## config.mk

```make
export PLATFORM = sky130hd
export DESIGN_NAME = time_set_stepper
export DESIGN_NICKNAME = d
export VERILOG_FILES = /design/src/rtl/time_set_stepper.sv
export SDC_FILE = /design/constraint.sdc
export NUM_CORES = 1
export LEC_CHECK = 0
export CAP_MARGIN = 30
export CORE_MARGIN = 2
export CORE_UTILIZATION = 47
export DETAILED_ROUTE_END_ITERATION = 10
export GPL_TIMING_DRIVEN = 0
export PLACE_DENSITY = 0.74
export SLEW_MARGIN = 30
export SYNTH_ARGS = -nofsm -noshare
export SYNTH_HDL_FRONTEND = slang
export SYNTH_SLANG_ARGS = --single-unit
```

## constraint.sdc

```tcl
create_clock -name clk10hz -period 5.19 [get_ports clk10hz]
set_input_delay 1.038 -clock clk10hz [delete_from_list [all_inputs] [get_ports clk10hz]]
set_output_delay 1.038 -clock clk10hz [all_outputs]
set_load 0.01 [all_outputs]
```

## src/rtl/time_set_stepper.sv

```systemverilog
// Cuckoo clock time-setting stepper: turns set-button presses and long-press holds into
// BCD hour/minute increments with accelerating auto-repeat, and keeps time from minTick in run mode.
module time_set_stepper #(
  parameter int unsigned REPEAT_SLOW = 5,
  parameter int unsigned REPEAT_FAST = 2,
  parameter int unsigned ACCEL_COUNT = 8
) (
  input  logic       clk10hz,
  input  logic       rstn,
  input  logic       pb,
  input  logic       isKP,
  input  logic       setEn,
  input  logic       sel,
  input  logic       minTick,
  output logic [7:0] hourBcd,
  output logic [7:0] minBcd,
  output logic       stepPulse
);

  typedef enum logic [1:0] {
    ST_IDLE     = 2'd0,
    ST_PRESSED  = 2'd1,
    ST_RPT_SLOW = 2'd2,
    ST_RPT_FAST = 2'd3
  } state_t;

  localparam logic [7:0] SLOW_LAST = 8'(REPEAT_SLOW - 1);
  localparam logic [7:0] FAST_LAST = 8'(REPEAT_FAST - 1);
  localparam logic [7:0] ACCEL_LIM = 8'(ACCEL_COUNT);

  state_t     state_q, state_d;
  logic [7:0] tick_q, tick_d;
  logic [7:0] rep_q, rep_d;
  logic [7:0] hour_q, hour_d;
  logic [7:0] min_q, min_d;
  logic       step_q;
  logic       pb_q;
  logic       step_s;
  logic       press_s;
  logic       exit_s;
  logic [7:0] rep_next_s;

  function automatic logic [7:0] inc_min(input logic [7:0] v);
    if (v == 8'h59) begin
      return 8'h00;
    end else if (v[3:0] == 4'd9) begin
      return {v[7:4] + 4'd1, 4'd0};
    end else begin
      return {v[7:4], v[3:0] + 4'd1};
    end
  endfunction

  function automatic logic [7:0] inc_hour(input logic [7:0] v);
    if (v == 8'h23) begin
      return 8'h00;
    end else if (v[3:0] == 4'd9) begin
      return {v[7:4] + 4'd1, 4'd0};
    end else begin
      return {v[7:4], v[3:0] + 4'd1};
    end
  endfunction

  assign press_s    = pb_q & ~pb;
  assign exit_s     = pb | ~setEn;
  assign rep_next_s = (rep_q == ACCEL_LIM) ? rep_q : rep_q + 8'd1;

  always_comb begin
    state_d = state_q;
    tick_d  = tick_q;
    rep_d   = rep_q;
    step_s  = 1'b0;
    hour_d  = hour_q;
    min_d   = min_q;
    case (state_q)
      ST_IDLE: begin
        // isKP alone never starts a repeat; only a fresh press edge leaves IDLE
        if (press_s && setEn) begin
          step_s  = 1'b1;
          state_d = ST_PRESSED;
        end else begin
          state_d = ST_IDLE;
        end
      end
      ST_PRESSED: begin
        if (exit_s) begin
          state_d = ST_IDLE;
        end else if (isKP) begin
          state_d = ST_RPT_SLOW;
          tick_d  = 8'd0;
          rep_d   = 8'd0;
        end else begin
          state_d = ST_PRESSED;
        end
      end
      ST_RPT_SLOW: begin
        if (exit_s || !isKP) begin
          state_d = ST_IDLE;
        end else if (tick_q == SLOW_LAST) begin
          step_s = 1'b1;
          tick_d = 8'd0;
          rep_d  = rep_next_s;
          if (rep_next_s == ACCEL_LIM) begin
            state_d = ST_RPT_FAST;
          end else begin
            state_d = ST_RPT_SLOW;
          end
        end else begin
          tick_d = tick_q + 8'd1;
        end
      end
      ST_RPT_FAST: begin
        if (exit_s || !isKP) begin
          state_d = ST_IDLE;
        end else if (tick_q == FAST_LAST) begin
          step_s = 1'b1;
          tick_d = 8'd0;
        end else begin
          tick_d = tick_q + 8'd1;
        end
      end
      default: begin
        state_d = ST_IDLE;
        tick_d  = 8'd0;
        rep_d   = 8'd0;
      end
    endcase

    // a setting step always wins over a coincident minute tick
    if (step_s) begin
      if (sel) begin
        hour_d = inc_hour(hour_q);
      end else begin
        min_d = inc_min(min_q);
      end
    end else if (!setEn && minTick) begin
      min_d = inc_min(min_q);
      if (min_q == 8'h59) begin
        hour_d = inc_hour(hour_q);
      end else begin
        hour_d = hour_q;
      end
    end else begin
      hour_d = hour_q;
      min_d  = min_q;
    end
  end

  always_ff @(posedge clk10hz) begin
    if (!rstn) begin
      state_q <= ST_IDLE;
      tick_q  <= 8'd0;
      rep_q   <= 8'd0;
      hour_q  <= 8'h00;
      min_q   <= 8'h00;
      step_q  <= 1'b0;
      pb_q    <= 1'b0;
    end else begin
      state_q <= state_d;
      tick_q  <= tick_d;
      rep_q   <= rep_d;
      hour_q  <= hour_d;
      min_q   <= min_d;
      step_q  <= step_s;
      pb_q    <= pb;
    end
  end

  assign hourBcd   = hour_q;
  assign minBcd    = min_q;
  assign stepPulse = step_q;

endmodule

```

* Word-level counts from Yosys, hierarchy flattened
Cells that the tools add are included.
Word-level totals: register bits after elaboration 36, input bits 7, output and inout port bits 17, word-level logic and storage cells 88
Cells by class: $add $sub $neg 6, equal/unequal tests 20, multiplexer cells 36, bitwise logic cells 4, reductions and logical operators 15
Operators with widths (number):
- 2-to-1 mux 8 bit | 20
- one-hot mux 8 bit (3 select lines) | 1
- adder 4 x 1 -> 4 bit (second input constant) | 4
- adder 8 x 1 -> 8 bit (second input constant) | 2
- == test 8 x 4 -> 1 bit (second input constant) | 2
- inequality test 2 bit (second input constant) | 8
- one-hot mux 8 bit (2 select lines) | 1
- 2-to-1 mux 2 bit | 5
- AND reduction 5 bit | 2
- == test 4 bit (second input constant) | 2
- == test 8 x 1 -> 1 bit (second input constant) | 1
- == test 8 x 3 -> 1 bit (second input constant) | 1
- == test 8 x 6 -> 1 bit (second input constant) | 1
- == test 8 x 7 -> 1 bit (second input constant) | 1
- one-hot mux 2 bit (4 select lines) | 1
- 2-to-1 mux 1 bit | 7
- nonzero test 2 bit | 3
- == test 2 bit (second input constant) | 2
- AND reduction 2 bit | 2
- inequality test 3 bit (second input constant) | 1
- one-hot mux 1 bit (3 select lines) | 1
- AND reduction 3 bit | 1
- nonzero test 3 bit | 1
- == test 2 x 1 -> 1 bit (second input constant) | 1
- 7 further kinds | 10

* Longest topological paths before layout
Gate-level depths: netlist of run 1.
word-level depth 7, depth in mapped cells 9, depth with buffers taken out 8

* Worst setup path before layout of run 1
Ideal clock, no wire load.
path type input port to flip-flop, start input port pb, end register hour_q[7], in the netlist hourBcd[7], library setup time 0.119 ns, arrival time 2.312 ns, data required time 5.071 ns, path slack 2.759 ns, stages 6, cell sequence nand4b_1 a2111oi_4 o21ai_2 a211oi_2 nand4_1 mux2i_1
Between the ends: word-level cells in the longest chain between the ends 7, elaborated cells between the ends (all ways) 14, classes of those cells eq/ne (1); mux (5); bitwise (3); reduce/logical (5)
RTL lines:
- start: declaration | RTL line 10 | input logic pb,
- inverter 1 bit | RTL line 63 | assign press_s = pb_q & ~pb;
- bitwise AND 1 bit | RTL line 63
- logical AND 1 bit | RTL line 77 | if (press_s && setEn) begin
- 2-to-1 mux 1 bit | RTL line 77
- one-hot mux 1 bit (3 select lines) (*) | RTL line 74 | case (state_q)
- inequality test 2 bit (no source line) / nonzero test 2 bit (equally long branches)
- AND reduction 3 bit (no source line)
- end signal: assignment | RTL line 161 | hour_q <= hour_d;
- end: declaration | RTL line 34 | logic [7:0] hour_q, hour_d;
Mark *: on every way between the ends. The rest lies on a longest branch, timed or not. A chain may end at the register's enable or synchronous reset.

* Worst setup path after layout of run 1
start input port isKP, end register hour_q[7], in the netlist hourBcd[7]
Between the ends: word-level cells in the longest chain between the ends 6, elaborated cells between the ends (all ways) 10, classes of those cells eq/ne (1); mux (4); reduce/logical (5)
RTL lines:
- start: declaration | RTL line 11 | input logic isKP,
- zero test 1 bit (*) | RTL line 96, 112
- logical OR 1 bit (*) | RTL line 96, 112
- 2-to-1 mux 1 bit (on tied branches) | RTL line 112, 96
- one-hot mux 1 bit (3 select lines) (*) | RTL line 74
- inequality test 2 bit (no source line) / nonzero test 2 bit (equally long branches)
- AND reduction 3 bit (no source line)
Marked as above.

==> results.cfg, run 1 <==
[sta]
tightestPinTransition_ns = 0.556
skew_ns = 0.00339
fmax_ghz = 0.345
whs_ns = 0.491
layout_min_cycle_time_ns = 2.90
grt_setup_unrepaired = false
hold_viol_final = 0
relSlewSlack_pct = 63.0
fin_ws_ns = 2.29
finalSetupViolations = 0
fin_crit_sh_pct = 55.9
finalMaxSlewViolations = 0
totalNegativeSetupSlack_ns = 0

[cts]
clk_latency_ns = 0.29
cts_tree = done
path_clk_slew_ns = 0.08
cts_buffers = 5
clock-sinks = 36
cts_root_buf = clkbuf_8
htreeDepth = 2
post_cts_resize_count = 0
cts_buffer_depth = 2
hold_buffers = 0
cts_setup_buffers = 0

[critical_path]
critPathKind = primary input to register
arrival_ns = 3.09
rrSetupSlack_ns = 3.11
max_stage_delay_ns = 0.55
reg2reg_from = state_q[1]$_SDFFE_PN0P_
crit_chain = clkdlybuf4s50_1 -> nand4b_1 -> a2111oi_4 -> o21ai_2 -> a211oi_2 -> nand4_1 -> mux2i_1
worstRegToRegCells = 7
crit_required_ns = 5.38
cpMaxStageDelayCell = clkdlybuf4s50_1
worstSetupStartpoint = isKP
reg2reg_to = hourBcd[7]$_SDFFE_PN0P_
cp-end-kind = register
start_kind = primary input
crit_path_end = hourBcd[7]$_SDFFE_PN0P_
cp_max_fo = 6

[yosys]
syn_nets = 270
avgSynthCellArea_um2 = 8.43
yosysWarnings = 0
syn_area_um2 = 2110
ys_types = 49
async_flop_share_pct = 0
synth-edff-count = 0
synthCells = 250
synth_flop_cell = dfxtp_1
ys_seq_area_share_pct = 34.2
synth_seq_cells = 36

[die]
initial_utilization_pct = 48.7
num_rows = 24
core_um2 = 4320
dieArea_um2 = 5030
io_pins = 24
die_h_um = 71.0
chipWidth_um = 71.0

[route]
drc = 0
vias = 1842
via_per_inst = 5.53
dr.pass1.iters = 4
antenna_left = 0
first_iter_violations = 120
routedWlPerCell_um = 13.1
drt_wl_total_mm = 4.36

[power_and_ir_drop]
p_leak_nw = 0.973
p_total_mw = 0.556
p_per_area_nw_per_um2 = 221
ir_drop_mv = 0.115

[min_path]
hp-class = register to register
hold_depth = 2

[final_layout]
nets = 300
fin_util_pct = 58.1
antenna_cells = 0
drive_gt1_share_pct = 7.12
area_growth_pct = 19.3
num-fill-cells = 425
final_cells = 333
fin_area_um2 = 2510

[grt]
grt_pass1_wl_mm = 7.83
grtUsageTotal_pct = 19.4
grt_antenna_before_repair = 0
grt_overflow = 0
grt_max_degree = 13
grt_pass1_vias = 1746

[place]
placed_area_um2 = 2400
port_buffers = 23
place_inst = 325
dp_slack_ns = 1.99
gp_congestion = 0.829
dp_hpwl_mm = 3.13

[status]
status = completed

[job]
maxCapViolCount = 0
-- critical path, delay by kind of cell --
kind                   cells  cell delay [ns]
buffers and inverters      1             0.55
multiplexers               1             0.14
AO/OA/AOI/OAI              3             0.85
AND/OR/NAND/NOR            2             0.51
-- worst min-delay path by stage --
| stage | startpoint | slack, ns | to |
|---|---|---|---|
| after global routing | minBcd[7]$_SDFFE_PN0P_ | 0.53 | minBcd[7]$_SDFFE_PN0P_ |
| after CTS | minBcd[7]$_SDFFE_PN0P_ | 0.50 | minBcd[7]$_SDFFE_PN0P_ |
| after global placement | minBcd[7]$_SDFFE_PN0P_ | 0.48 | minBcd[7]$_SDFFE_PN0P_ |
| after floorplan | rep_q[7]$_SDFFE_PN0P_ | 0.48 | rep_q[7]$_SDFFE_PN0P_ |
| final | minBcd[7]$_SDFFE_PN0P_ | 0.49 | minBcd[7]$_SDFFE_PN0P_ |
| after detailed placement | minBcd[7]$_SDFFE_PN0P_ | 0.49 | minBcd[7]$_SDFFE_PN0P_ |
-- sequential cells by signal, summed over array words and instances, names as in the netlist --
name       count
hourBcd        8
minBcd         8
pb_q           1
rep_q          8
state_q        2
stepPulse      1
tick_q         8
-- cells in the final DEF, fill, tap and decap left out, drive strengths merged, types with 3 or more instances in the layout --
cell,count
ha,13
xor2,9
inv,12
clkdlybuf4s50,23
nor2,27
dfxtp,36
nand3,12
o21a,5
nor3,6
clkbuf,11
and3,7
nand2,29
a211oi,5
nand3b,5
o21ai,12
nor2b,7
mux2i,5
a21boi,15
or3,4
and2,3
nand4,4
xnor2,3
-- cells in the mapped netlist, types with 7 or more instances --
| cell type | count | area share (%) |
|---|---|---|
| and3_1 | 7 | 2.1 |
| nand2_1 | 28 | 5.0 |
| xor2_1 | 9 | 3.7 |
| a21boi_0 | 13 | 4.6 |
| o21ai_0 | 10 | 2.4 |
| inv_1 | 12 | 2.1 |
| nor2_1 | 26 | 4.6 |
| dfxtp_1 | 36 | 34 |
| nand3_1 | 12 | 2.9 |
| nor2b_1 | 7 | 2.1 |
| ha_1 | 13 | 7.7 |
-- routing by layer --
metal | vias up | part of all wire (%) | global-route usage [%] | routed length, µm
met3 | 8 | 4.7 | 4.56 | 203
met5 | - | 0 | 0 | 0
met4 | 0 | 1.8 | 7.13 | 78
met2 | 40 | 46 | 31.7 | 2030
met1 | 851 | 47 | 25.2 | 2050
li1 | 943 | - | - | -
-- where the power goes --
| part | internal, mW | switching [mW] | leakage (nW) |
|---|---|---|---|
| registers | 0.278 | 0.00216 | 0.290 |
| clock network | 0.142 | 0.107 | 0.0541 |
| logic | 0.0129 | 0.0139 | 0.629 |
-- cells by family (layout without fill, tap and decap cells) --
family | Yosys count | after routing | share of synthesized area, %
flops | 36 | 36 | 34.2
fa+ha+maj | 13 | 13 | 7.72
compound gates | 50 | 50 | 18.5
buf+inv | 19 | 50 | 3.62
mux | 5 | 5 | 2.38
simple gates | 115 | 115 | 28.6
xor+xnor | 12 | 12 | 4.99
-- area by class of cell --
class	instances	area, µm²	area share (%)
plain buffers	7	31.3	1.24
clock buffers	5	68.8	2.74
clock inverters	3	42.5	1.69
inverters	12	45.0	1.79
multi-input cells	195	1310	52.1
flip-flops and latches	36	721	28.7
well taps	52	65.1	2.59
repair buffers	23	230	9.16
(Power assumes the default switching activity.)
==> run 2: changes to the inputs <==
--- a/config.mk
+++ b/config.mk
@@ -10,7 +10,7 @@
 export CORE_UTILIZATION = 47
 export DETAILED_ROUTE_END_ITERATION = 10
 export GPL_TIMING_DRIVEN = 0
-export PLACE_DENSITY = 0.74
+export PLACE_DENSITY = 0.76
 export SLEW_MARGIN = 30
 export SYNTH_ARGS = -nofsm -noshare
 export SYNTH_HDL_FRONTEND = slang
==> constraint.sdc (replaced) <==
create_clock -name clk10hz -period 2.5 [get_ports clk10hz]
set_input_delay 0.5 -clock clk10hz [delete_from_list [all_inputs] [get_ports clk10hz]]
set_output_delay 0.5 -clock clk10hz [all_outputs]
set_load 0.01 [all_outputs]
==> run 2 against run 1 <==
Global-route usage shrank 1.4 points. Cell count grew 0.60%. Hold slack gained 0.010 ns. Highest routed layer unchanged.
==> results.cfg, run 2 (synthesized netlist as in run 1, its figures left out) <==
[status]
status = completed

[final_layout]
drive_gt1_share_pct = 7.42
mostFrequentLayoutCell = dfxtp_1
fin_area_um2 = 2510
mostFrequentLayoutCells = dfxtp_1, nand2_1, nor2_1, clkdlybuf4s50_1
fin_util_pct = 58.1
area_growth_pct = 19.2
nets = 302
antenna_cells = 0

[sta]
finalSetupViolations = 0
finalMaxSlewViolations = 0
skew_ns = 0.0105
fmax_ghz = 0.448
hold_viol_final = 0
grt_setup_unrepaired = false
relSlewSlack_pct = 64.3
fin_crit_sh_pct = 89.2
whs_ns = 0.501
layout_min_cycle_time_ns = 2.23
tightestPinTransition_ns = 0.532

[grt]
grt_pass1_wl_mm = 7.24
grt_max_degree = 12
grt_antenna_before_repair = 0
grtUsageTotal_pct = 18.0
grt_pass1_vias = 1617
grt_overflow = 0

[route]
first_iter_violations = 67
dr.pass1.iters = 4
via_per_inst = 5.46
drc = 0
vias = 1830
drt_wl_total_mm = 4.34
routedWlPerCell_um = 12.9
antenna_left = 0

[die]
die_h_um = 71.0
core_um2 = 4320
chipWidth_um = 71.0
io_pins = 24
initial_utilization_pct = 48.7
dieArea_um2 = 5030
num_rows = 24

[cts]
cts_buffers = 5
path_clk_slew_ns = 0.08
cts_root_buf = clkbuf_8
htreeDepth = 2
cts_tree = done
clk_latency_ns = 0.29
cts_buffer_depth = 2
hold_buffers = 0
clock-sinks = 36

[critical_path]
start_kind = primary input
reg2reg_from = state_q[0]$_SDFFE_PN0P_
worstSetupStartpoint = isKP
cp_max_fo = 5
crit_required_ns = 2.68
critPathKind = primary input to register
cp-end-kind = register
arrival_ns = 2.41

[place]
gp_congestion = 0.840
placed_area_um2 = 2400
dp_hpwl_mm = 3.17
port_buffers = 23

[power_and_ir_drop]
ir_drop_mv = 0.187
p_per_area_nw_per_um2 = 427
p_leak_nw = 0.972

[min_path]
hp-class = register to register
min-delay-start = minBcd[7]$_SDFFE_PN0P_

[job]
maxCapViolCount = 0
run 2: repair_timing:
| action | in CTS | in global routing |
|---|---|---|
| setup buffers | 0 | 2 |
| resized for setup | 0 | 0 |
| setup endpoints to repair | 0 | 1 |
run 2: layout make-up:
class,count,area (µm²)
Tap cell,52,65.1
Timing Repair Buffer,25,245
Inverter,12,45.0
Fill cell,424,1810
Buffer,7,31.3
Multi-Input combinational cell,195,1310
Sequential cell,36,721
Clock inverter,1,7.51
Clock buffer,7,86.3
run 2: worst paths after layout:
path                                           endpoint  slack (ns)  depth (start not counted)
worst max-delay path            hourBcd[7]$_SDFFE_PN0P_        0.27                          8
worst min-delay path             minBcd[7]$_SDFFE_PN0P_        0.50                          2
worst max register to register  hourBcd[7]$_SDFFE_PN0P_        0.47                          7
worst min register to register   minBcd[7]$_SDFFE_PN0P_        0.50                          2
run 2: critical path, stage by stage:
cell and delay, ns:
clkdlybuf4s50_1 0.58, nand4b_1 0.12, buf_4 0.18, a2111oi_4 0.30, o21ai_2 0.13, a211oi_2 0.31, nand4_1 0.15, mux2i_1 0.14
run 2: report_power, final:
part | leakage [nW] | switching [mW] | internal, mW
Sequential | 0.290 | 0.00420 | 0.577
Combinational | 0.637 | 0.0293 | 0.0267
Clock | 0.0445 | 0.210 | 0.224
Total | 0.972 | 0.244 | 0.828
run 2: through the flow:
stage               instances  worst slack [ns]  TNS [ns]  total power, mW
floorplan                 250             0.607         0            0.623
global placement          325            -0.146    -0.469            0.650
detailed placement        325            -0.144    -0.389            0.650
CTS                       333             0.137         0             1.08
global route              335             0.104         0             1.11
finish                    335             0.269         0             1.07
run 2: layer usage:
metal / track usage, % / routed length, µm / vias up
li1: - / - / 945
met1: 22.4 / 2060 / 850
met2: 30.0 / 2060 / 26
met3: 3.42 / 126 / 9
met5: 0 / 0 / -
met4: 8.39 / 95 / 0
==> run 3: changes to the inputs <==
--- a/config.mk
+++ b/config.mk
@@ -11,6 +11,7 @@
 export DETAILED_ROUTE_END_ITERATION = 10
 export GPL_TIMING_DRIVEN = 0
 export PLACE_DENSITY = 0.76
+export SETUP_SLACK_MARGIN = 0.05
 export SLEW_MARGIN = 30
 export SYNTH_ARGS = -nofsm -noshare
 export SYNTH_HDL_FRONTEND = slang
==> results of run 3 <==
Final layout, timing and power as in run 2 (identical DEF).
